File: src/rtl/cxu_pkg.sv
// Shared definitions for the cxu_bitbuf deflate bit-reader CXU:
// function identifiers, STATUS word bit positions and the
// reverse-within-n helper used by PEEKR.
package cxu_pkg;

    typedef enum logic [2:0] {
        F_CLEAR  = 3'd0,
        F_PUSH   = 3'd1,
        F_PEEK   = 3'd2,
        F_SKIP   = 3'd3,
        F_GET    = 3'd4,
        F_PEEKR  = 3'd5,
        F_STATUS = 3'd6,
        F_STATS  = 3'd7
    } func_e;

    localparam int unsigned ST_OVF_BIT    = 15;
    localparam int unsigned ST_UNF_BIT    = 14;
    localparam int unsigned ST_BADCTX_BIT = 13;
    localparam int unsigned ST_CNT_W      = 7;

    // Reverse the low n bits of v into Huffman code order; n=0 yields 0
    // because the shift amount reaches the full word width.
    function automatic logic [31:0] bitrev_n(input logic [31:0] v, input logic [4:0] n);
        logic [31:0] r;
        logic [5:0]  sh;
        for (int unsigned i = 0; i < 32; i++) begin
            r[i] = v[31-i];
        end
        sh = 6'd32 - {1'b0, n};
        return r >> sh;
    endfunction

endpackage

File: src/rtl/cxu_bitbuf_ctx.sv
// One bit-reader context: LSB-first accumulator, bit count, sticky
// OVF/UNF/BADCTX flags and, with CXU_BITBUF_STATS_EN defined, a 32-bit
// consumed-bit counter. The response word is computed combinationally
// for the top-level response register.
module cxu_bitbuf_ctx import cxu_pkg::*; #(
    parameter int unsigned ACC_W = 64,
    parameter int unsigned CNT_W = 7
) (
    input  logic        clk,
    input  logic        reset,
    input  logic        op_en,
    input  logic        bad_set,
    input  func_e       func,
    input  logic [31:0] data,
    input  logic [4:0]  n,
    output logic [31:0] rsp
);

    logic [ACC_W-1:0] acc, acc_nx;
    logic [CNT_W-1:0] bitcnt, bitcnt_nx;
    logic             ovf, ovf_nx, unf, unf_nx, badctx, bad_nx;
    logic [CNT_W-1:0] n_ext;
    logic             short_n, push_ok;
    logic [31:0]      mask, field;
`ifdef CXU_BITBUF_STATS_EN
    logic [31:0]      cons_cnt, cnt_nx;
`endif

    assign n_ext   = CNT_W'(n);
    assign short_n = n_ext > bitcnt;
    assign push_ok = bitcnt <= CNT_W'(ACC_W - 32);
    assign mask    = (n == 5'd0) ? '0 : (32'hFFFF_FFFF >> (6'd32 - {1'b0, n}));
    assign field   = acc[31:0] & mask;

    // Next context state and response word for the current command
    always_comb begin
        acc_nx    = acc;
        bitcnt_nx = bitcnt;
        ovf_nx    = ovf;
        unf_nx    = unf;
        bad_nx    = badctx;
        rsp       = '0;
`ifdef CXU_BITBUF_STATS_EN
        cnt_nx    = cons_cnt;
`endif
        case (func)
            F_CLEAR: begin
                acc_nx    = '0;
                bitcnt_nx = '0;
                ovf_nx    = 1'b0;
                unf_nx    = 1'b0;
                bad_nx    = 1'b0;
`ifdef CXU_BITBUF_STATS_EN
                cnt_nx    = '0;
`endif
            end
            F_PUSH: begin
                if (push_ok) begin
                    acc_nx    = acc | (ACC_W'(data) << bitcnt);
                    bitcnt_nx = bitcnt + CNT_W'(32);
                    rsp       = 32'(bitcnt_nx);
                end else begin
                    ovf_nx = 1'b1;
                    rsp    = '1;
                end
            end
            F_PEEK, F_SKIP, F_GET, F_PEEKR: begin
                if (short_n) begin
                    unf_nx = 1'b1;
                end else begin
                    case (func)
                        F_PEEK:  rsp = field;
                        F_PEEKR: rsp = bitrev_n(acc[31:0], n);
                        default: begin
                            acc_nx    = acc >> n;
                            bitcnt_nx = bitcnt - n_ext;
                            rsp       = (func == F_GET) ? field : 32'(bitcnt_nx);
`ifdef CXU_BITBUF_STATS_EN
                            cnt_nx    = cons_cnt + 32'(n);
`endif
                        end
                    endcase
                end
            end
            F_STATUS: rsp = {16'b0, ovf, unf, badctx, 6'b0, ST_CNT_W'(bitcnt)};
            F_STATS: begin
`ifdef CXU_BITBUF_STATS_EN
                rsp = cons_cnt;
`else
                rsp = '0;
`endif
            end
            default: rsp = '0;
        endcase
    end

    // Context state register; BADCTX can also be raised by an illegal-context command
    always_ff @(posedge clk or negedge reset) begin
        if (!reset) begin
            acc      <= '0;
            bitcnt   <= '0;
            ovf      <= 1'b0;
            unf      <= 1'b0;
            badctx   <= 1'b0;
`ifdef CXU_BITBUF_STATS_EN
            cons_cnt <= '0;
`endif
        end else if (op_en) begin
            acc      <= acc_nx;
            bitcnt   <= bitcnt_nx;
            ovf      <= ovf_nx;
            unf      <= unf_nx;
            badctx   <= bad_nx;
`ifdef CXU_BITBUF_STATS_EN
            cons_cnt <= cnt_nx;
`endif
        end else if (bad_set) begin
            badctx   <= 1'b1;
        end
    end

endmodule

File: src/rtl/cxu_bitbuf.sv
// Stateful deflate bit-reader CXU with NUM_CTX independent contexts.
// Decodes commands, routes them to the selected context and registers a
// single response (latency 1, held until rsp_ready).
// Optional feature macro: CXU_BITBUF_STATS_EN (per-context consumed-bit counter).
module cxu_bitbuf import cxu_pkg::*; #(
    parameter int unsigned ACC_W   = 64,
    parameter int unsigned NUM_CTX = 4
) (
    input  logic        clk,
    input  logic        reset,
    input  logic        cmd_valid,
    output logic        cmd_ready,
    input  logic [2:0]  cmd_payload_function_id,
    input  logic [31:0] cmd_payload_inputs_0,
    input  logic [31:0] cmd_payload_inputs_1,
    input  logic [2:0]  cmd_payload_state_id,
    input  logic [3:0]  cmd_payload_cxu_id,
    output logic        rsp_valid,
    input  logic        rsp_ready,
    output logic [31:0] rsp_payload_outputs_0
);

    localparam int unsigned CNT_W = $clog2(ACC_W + 1);

    logic        fire;
    logic        ctx_legal;
    func_e       func;
    logic [31:0] ctx_rsp [8];
    logic        unused_bits;

    assign cmd_ready   = !rsp_valid | rsp_ready;
    assign fire        = cmd_valid & cmd_ready;
    assign ctx_legal   = 32'(cmd_payload_state_id) < NUM_CTX;
    assign func        = func_e'(cmd_payload_function_id);
    assign unused_bits = ^{cmd_payload_cxu_id, cmd_payload_inputs_1[31:5]};

    // Context slots above NUM_CTX are tied off so the response mux stays 8-wide
    for (genvar g = 0; g < 8; g++) begin : g_ctx
        if (g < NUM_CTX) begin : g_on
            cxu_bitbuf_ctx #(
                .ACC_W(ACC_W),
                .CNT_W(CNT_W)
            ) u_ctx (
                .clk    (clk),
                .reset  (reset),
                .op_en  (fire && ctx_legal && (cmd_payload_state_id == 3'(g))),
                .bad_set((g == 0) && fire && !ctx_legal),
                .func   (func),
                .data   (cmd_payload_inputs_0),
                .n      (cmd_payload_inputs_1[4:0]),
                .rsp    (ctx_rsp[g])
            );
        end else begin : g_off
            assign ctx_rsp[g] = '0;
        end
    end

    // Single response slot: load on accept, drop when consumed
    always_ff @(posedge clk or negedge reset) begin
        if (!reset) begin
            rsp_valid             <= 1'b0;
            rsp_payload_outputs_0 <= '0;
        end else if (fire) begin
            rsp_valid             <= 1'b1;
            rsp_payload_outputs_0 <= ctx_legal ? ctx_rsp[cmd_payload_state_id] : '0;
        end else if (rsp_ready) begin
            rsp_valid             <= 1'b0;
        end
    end

endmodule

File: config.mk
export PLATFORM = sky130hd
export DESIGN_NAME = cxu_bitbuf
export DESIGN_NICKNAME = d
export VERILOG_FILES = /design/src/rtl/cxu_pkg.sv /design/src/rtl/cxu_bitbuf_ctx.sv /design/src/rtl/cxu_bitbuf.sv
export SDC_FILE = /design/constraint.sdc
export NUM_CORES = 2
export LEC_CHECK = 0
export CELL_PAD_IN_SITES_DETAIL_PLACEMENT = 2
export CELL_PAD_IN_SITES_GLOBAL_PLACEMENT = 2
export CORE_ASPECT_RATIO = 1.5
export CORE_MARGIN = 10
export CORE_UTILIZATION = 44
export DETAILED_ROUTE_END_ITERATION = 12
export PLACE_DENSITY = 0.94
export RECOVER_POWER = 50
export SLEW_MARGIN = 40
export SYNTH_ARGS = -nofsm -noshare
export SYNTH_HDL_FRONTEND = slang
export SYNTH_SLANG_ARGS = --single-unit
File: constraint.sdc
create_clock -name clk -period 5.5 [get_ports clk]
set_input_delay 1.1 -clock clk [delete_from_list [all_inputs] [get_ports clk]]
set_output_delay 1.1 -clock clk [all_outputs]
set_load 0.01 [all_outputs]
==> results.yml, run 1 <==
outcome:
  status: "aborted with a tool error"
  last-stage-reached: "global routing (5_1_grt)"
  error_line: "[ERROR GRT-0232] Routing congestion too high. Check the congestion heatmap in the GUI."
global_routing:
  gr-total-overflow: 73
  grt_start_max_net_pins: 132
  grt_usage: 0.7622
place:
  gp_congestion: 1.244
  portBuffers: 80
  dp_hpwl_um: 233200
  dp.cells: 6800
yosys:
  synth_seq_cells: 326
  synth_cell_types: 95
  synth_edf_count: 0
  synth_flop_cell: "dfrtp_1"
  synth_top_cell_by_area: "mux4_2"
  synth_commonest_cells: "nand2_1 (945), nor2_1 (539), mux2i_1 (459), mux4_2 (459), o21ai_0 (405)"
  ys_warn_count: 0
  synthArstFlopShare: 1.000
  postSynthAreaPerCell_um2: 8.374
  synth_top_cell_area_share: 0.2158
  synth-seq-area-share: 0.1703
  synth_nets: 5836
  synth_area_leaders: "mux4_2 (22%), dfrtp_1 (17%), mux2i_1 (9.6%), nand2_1 (7.4%), mux2_2 (5.5%)"
  synth_most_common_cell: "nand2_1"
  netlist_area_mm2: 0.04791
  synthCells: 5721
die:
  initial_utilization: 0.4423
  io_pins: 112
  num_rows: 148
  die_x_um: 289.4
  die_y_um: 424.1
clock_tree:
  clock_sinks: 326
  htree_num_levels: 2
  cts-root-buf: "clkbuf_16"
  cts_setup_buffers: 0
  cts_resized: 0
  cts_buffers: 42
  cts_hold_buf: 0
  clockBufferDepth: 3
[through the flow]
step	hold WS, ns	instance area, µm²	utilization	setup WS (ns)
4_1_cts	0.5022	50930	0.4701	0.6844
3_3_place_gp	0.4594	49570	0.4576	0.4845
2_1_floorplan	0.4603	47910	-	0.4674
3_5_place_dp	0.4812	49520	0.4571	0.08521
[metal layers]
layer	GRT usage	GRT overflow
met2	0.8681	24
met5	0.5042	1
met3	0.7180	5
met1	0.7326	7
met4	0.7328	36
[logic make-up after synthesis]
family,synth area share
buffers and inverters,0.06307
and+or+nand+nor,0.1577
AOI/OAI and AO/OA,0.2302
xor gates and xnor gates,0.002011
muxes,0.3664
DFF,0.1703
adders and majority gates,0.01029
==> inputs of run 2 (changes only) <==
Settings changed: CELL_PAD_IN_SITES_DETAIL_PLACEMENT 2 to unset, CELL_PAD_IN_SITES_GLOBAL_PLACEMENT 2 to unset, CORE_ASPECT_RATIO 1.5 to unset, CORE_UTILIZATION 44 to 40, PLACE_DENSITY 0.94 to unset, PLACE_DENSITY_LB_ADDON set to 0.15.
==> results.yml, run 2 <==
route:
  viasPerCell: 7.337
  dr_total_vias: 52451
  final_antenna_net_count: 0
  drc: 0
  wirelength_um: 266600
  first_iter_violations: 8003
  firstDrtPassIters: 7
  wl_per_cell_um: 37.29
yosys:
  synth_nets: 5836
  synth_seq_cells: 326
  synth_area_leaders: "mux4_2 (22%), dfrtp_1 (17%), mux2i_1 (9.6%), nand2_1 (7.4%), mux2_2 (5.5%)"
  synth_top_cell_by_area: "mux4_2"
  postSynthAreaPerCell_um2: 8.374
  ys_warn_count: 0
  synth_most_common_cell: "nand2_1"
  synth_top_cell_area_share: 0.2158
  synth-seq-area-share: 0.1703
  synth_cell_types: 95
  netlist_area_mm2: 0.04791
  synthArstFlopShare: 1.000
  synth_flop_cell: "dfrtp_1"
  synth_commonest_cells: "nand2_1 (945), nor2_1 (539), mux2i_1 (459), mux4_2 (459), o21ai_0 (405)"
  synth_edf_count: 0
  synthCells: 5721
global_routing:
  grt_usage: 0.3771
  grt_pass1_wl_um: 375100
  grt_pass1_vias: 48621
  antenna_found_initial: 18
  gr-total-overflow: 0
  grt_start_max_net_pins: 129
clock_tree:
  cts-root-buf: "clkbuf_16"
  cts_buffers: 48
  clock_sinks: 326
  clockBufferDepth: 3
  tritoncts: "built"
  clk_pin_slew_ns: 0.06
  htree_num_levels: 2
  clock_latency_ns: 0.68
  cts_setup_buffers: 0
  cts_resized: 0
  cts_hold_buf: 0
cells_and_area:
  top_regs: "g_ctx.g_on.u_ctx.acc: 256 flops, rsp_payload_outputs_0: 32 flops, g_ctx.g_on.u_ctx.bitcnt: 28 flops"
  syn_to_final_growth_pct: 8.775
  drive_gt1_frac: 0.2105
  final_common_cell: "nand2_1"
  largest_register_ff_count: 256
  design_area_mm2: 0.05211
  layout.nets: 5617
  top_register: "g_ctx.g_on.u_ctx.acc"
  layout_common_cells: "nand2_1 (944), nor2_1 (535), mux4_2 (459)"
  utilization: 0.4396
die:
  num_rows: 126
  die_x_um: 366.1
  dieArea_mm2: 0.1340
  die_y_um: 366.1
  initial_utilization: 0.4041
  core_region_area_mm2: 0.1186
  io_pins: 112
setup_path:
  end_kind: "flop"
  reg2reg_slack_ns: 1.37
  path_class: "input pin to flop"
  setup.worst_path.start: "cmd_payload_function_id[0]"
  critical_path.max_fanout: 47
  crit_end: "g_ctx[3].g_on.u_ctx.acc[35]"
  timing.rr.end: "rsp_payload_outputs_0[21]"
  worstPathArrival_ns: 5.00
  r2r-start: "g_ctx[3].g_on.u_ctx.bitcnt[0]"
  cp-start-kind: "input pin"
  ff2ff_path_depth: 12
  cp.required_ns: 6.06
sta:
  worstMarginPinSlew_ns: 2.560
  final.setup.tns_ns: 0
  final.period_utilization: 0.8066
  grt_setup_unrepaired: "no"
  maxSlewHeadroom: -0.7068
  max_freq_mhz: 225.4
  skew_ns: 0.03905
  min_period_ns: 4.436
  finalSetupViolCount: 0
  maxSlewViolCount: 134
  hold_viol_final: 0
place:
  placedInstanceArea_mm2: 0.05049
  dp_hpwl_um: 198500
  portBuffers: 80
  gp_congestion: 1.066
power:
  total_power_mw: 21.85
  peakVddDrop_uv: 260.2
  power_density_mw_per_mm2: 419.3
  p_leak_nw: 20.24
outcome:
  violations: "capacitance limit, slew limit"
  status: "finished with violations"
job:
  maxCapViolations: 3
hold_path:
  hp-class: "flop to flop"
## run 2: cell counts after synthesis
No cell type changed its count.
## run 2: area by class of cell
class | instances | area [µm²]
inverter | 51 | 214.0
tap | 1600 | 2002
clock buffer | 72 | 1423
sequential | 326 | 8184
timing repair buffer | 369 | 3154
multi-input combinational | 4706 | 36930
antenna | 9 | 22.52
clock inverter | 16 | 188.9
fill | 11954 | 66440
## run 2: how the worst min path moves through the flow
stage	startpoint	end	slack [ns]	cells after the start
after floorplan	g_ctx[3].g_on.u_ctx.ovf	g_ctx[3].g_on.u_ctx.ovf	0.46	1
after global placement	g_ctx[3].g_on.u_ctx.ovf	g_ctx[3].g_on.u_ctx.ovf	0.48	1
final	rsp_payload_outputs_0[18]	rsp_payload_outputs_0[18]	0.48	2
after CTS	reset	g_ctx[0].g_on.u_ctx.acc[8]	0.29	1
after global routing	rsp_payload_outputs_0[28]	rsp_payload_outputs_0[28]	0.52	2
after detailed placement	rsp_payload_outputs_0[31]	rsp_payload_outputs_0[31]	0.48	2
## run 2: power breakdown
group | internal, mW | switching [mW] | total [mW] | leakage [nW]
logic | 5.22 | 8.74 | 14.0 | 15.0
clock network | 1.96 | 1.39 | 3.35 | 0.794
registers | 2.84 | 1.71 | 4.55 | 4.39
## run 2: kinds of logic after synthesis
family,share of synthesized area
and+or+nand+nor,0.1577
AOI/OAI and AO/OA,0.2302
muxes,0.3664
buffers and inverters,0.06307
DFF,0.1703
adders and majority gates,0.01029
xor gates and xnor gates,0.002011
## run 2: per-layer routing
layer | vias up | GRT usage | wire length [µm]
met2 | 4028 | 0.5421 | 111400
met4 | 12 | 0.2098 | 17410
met5 | - | 0 | 88
met3 | 782 | 0.09026 | 32180
li1 | 21411 | - | -
met1 | 26218 | 0.5156 | 105400
## run 2: metrics by stage
step,hold slack [ns],instances,worst slack [ns]
2_1_floorplan,0.4603,5721,0.4674
5_1_grt,0.5230,7140,0.9435
3_5_place_dp,0.4769,7050,0.6546
6_report,0.4849,7149,1.064
4_1_cts,0.2928,7138,1.336
3_3_place_gp,0.4788,7048,0.6700
## run 2: critical path, stage by stage
cell and delay, ns:
clkdlybuf4s50_1 0.59, or3b_1 0.98, a311o_1 0.45, nand3_2 0.17, a2111oi_2 0.45, or3_2 0.29, buf_4 0.54, a31oi_1 0.19
o22ai_1 0.17
(Power assumes the default switching activity.)
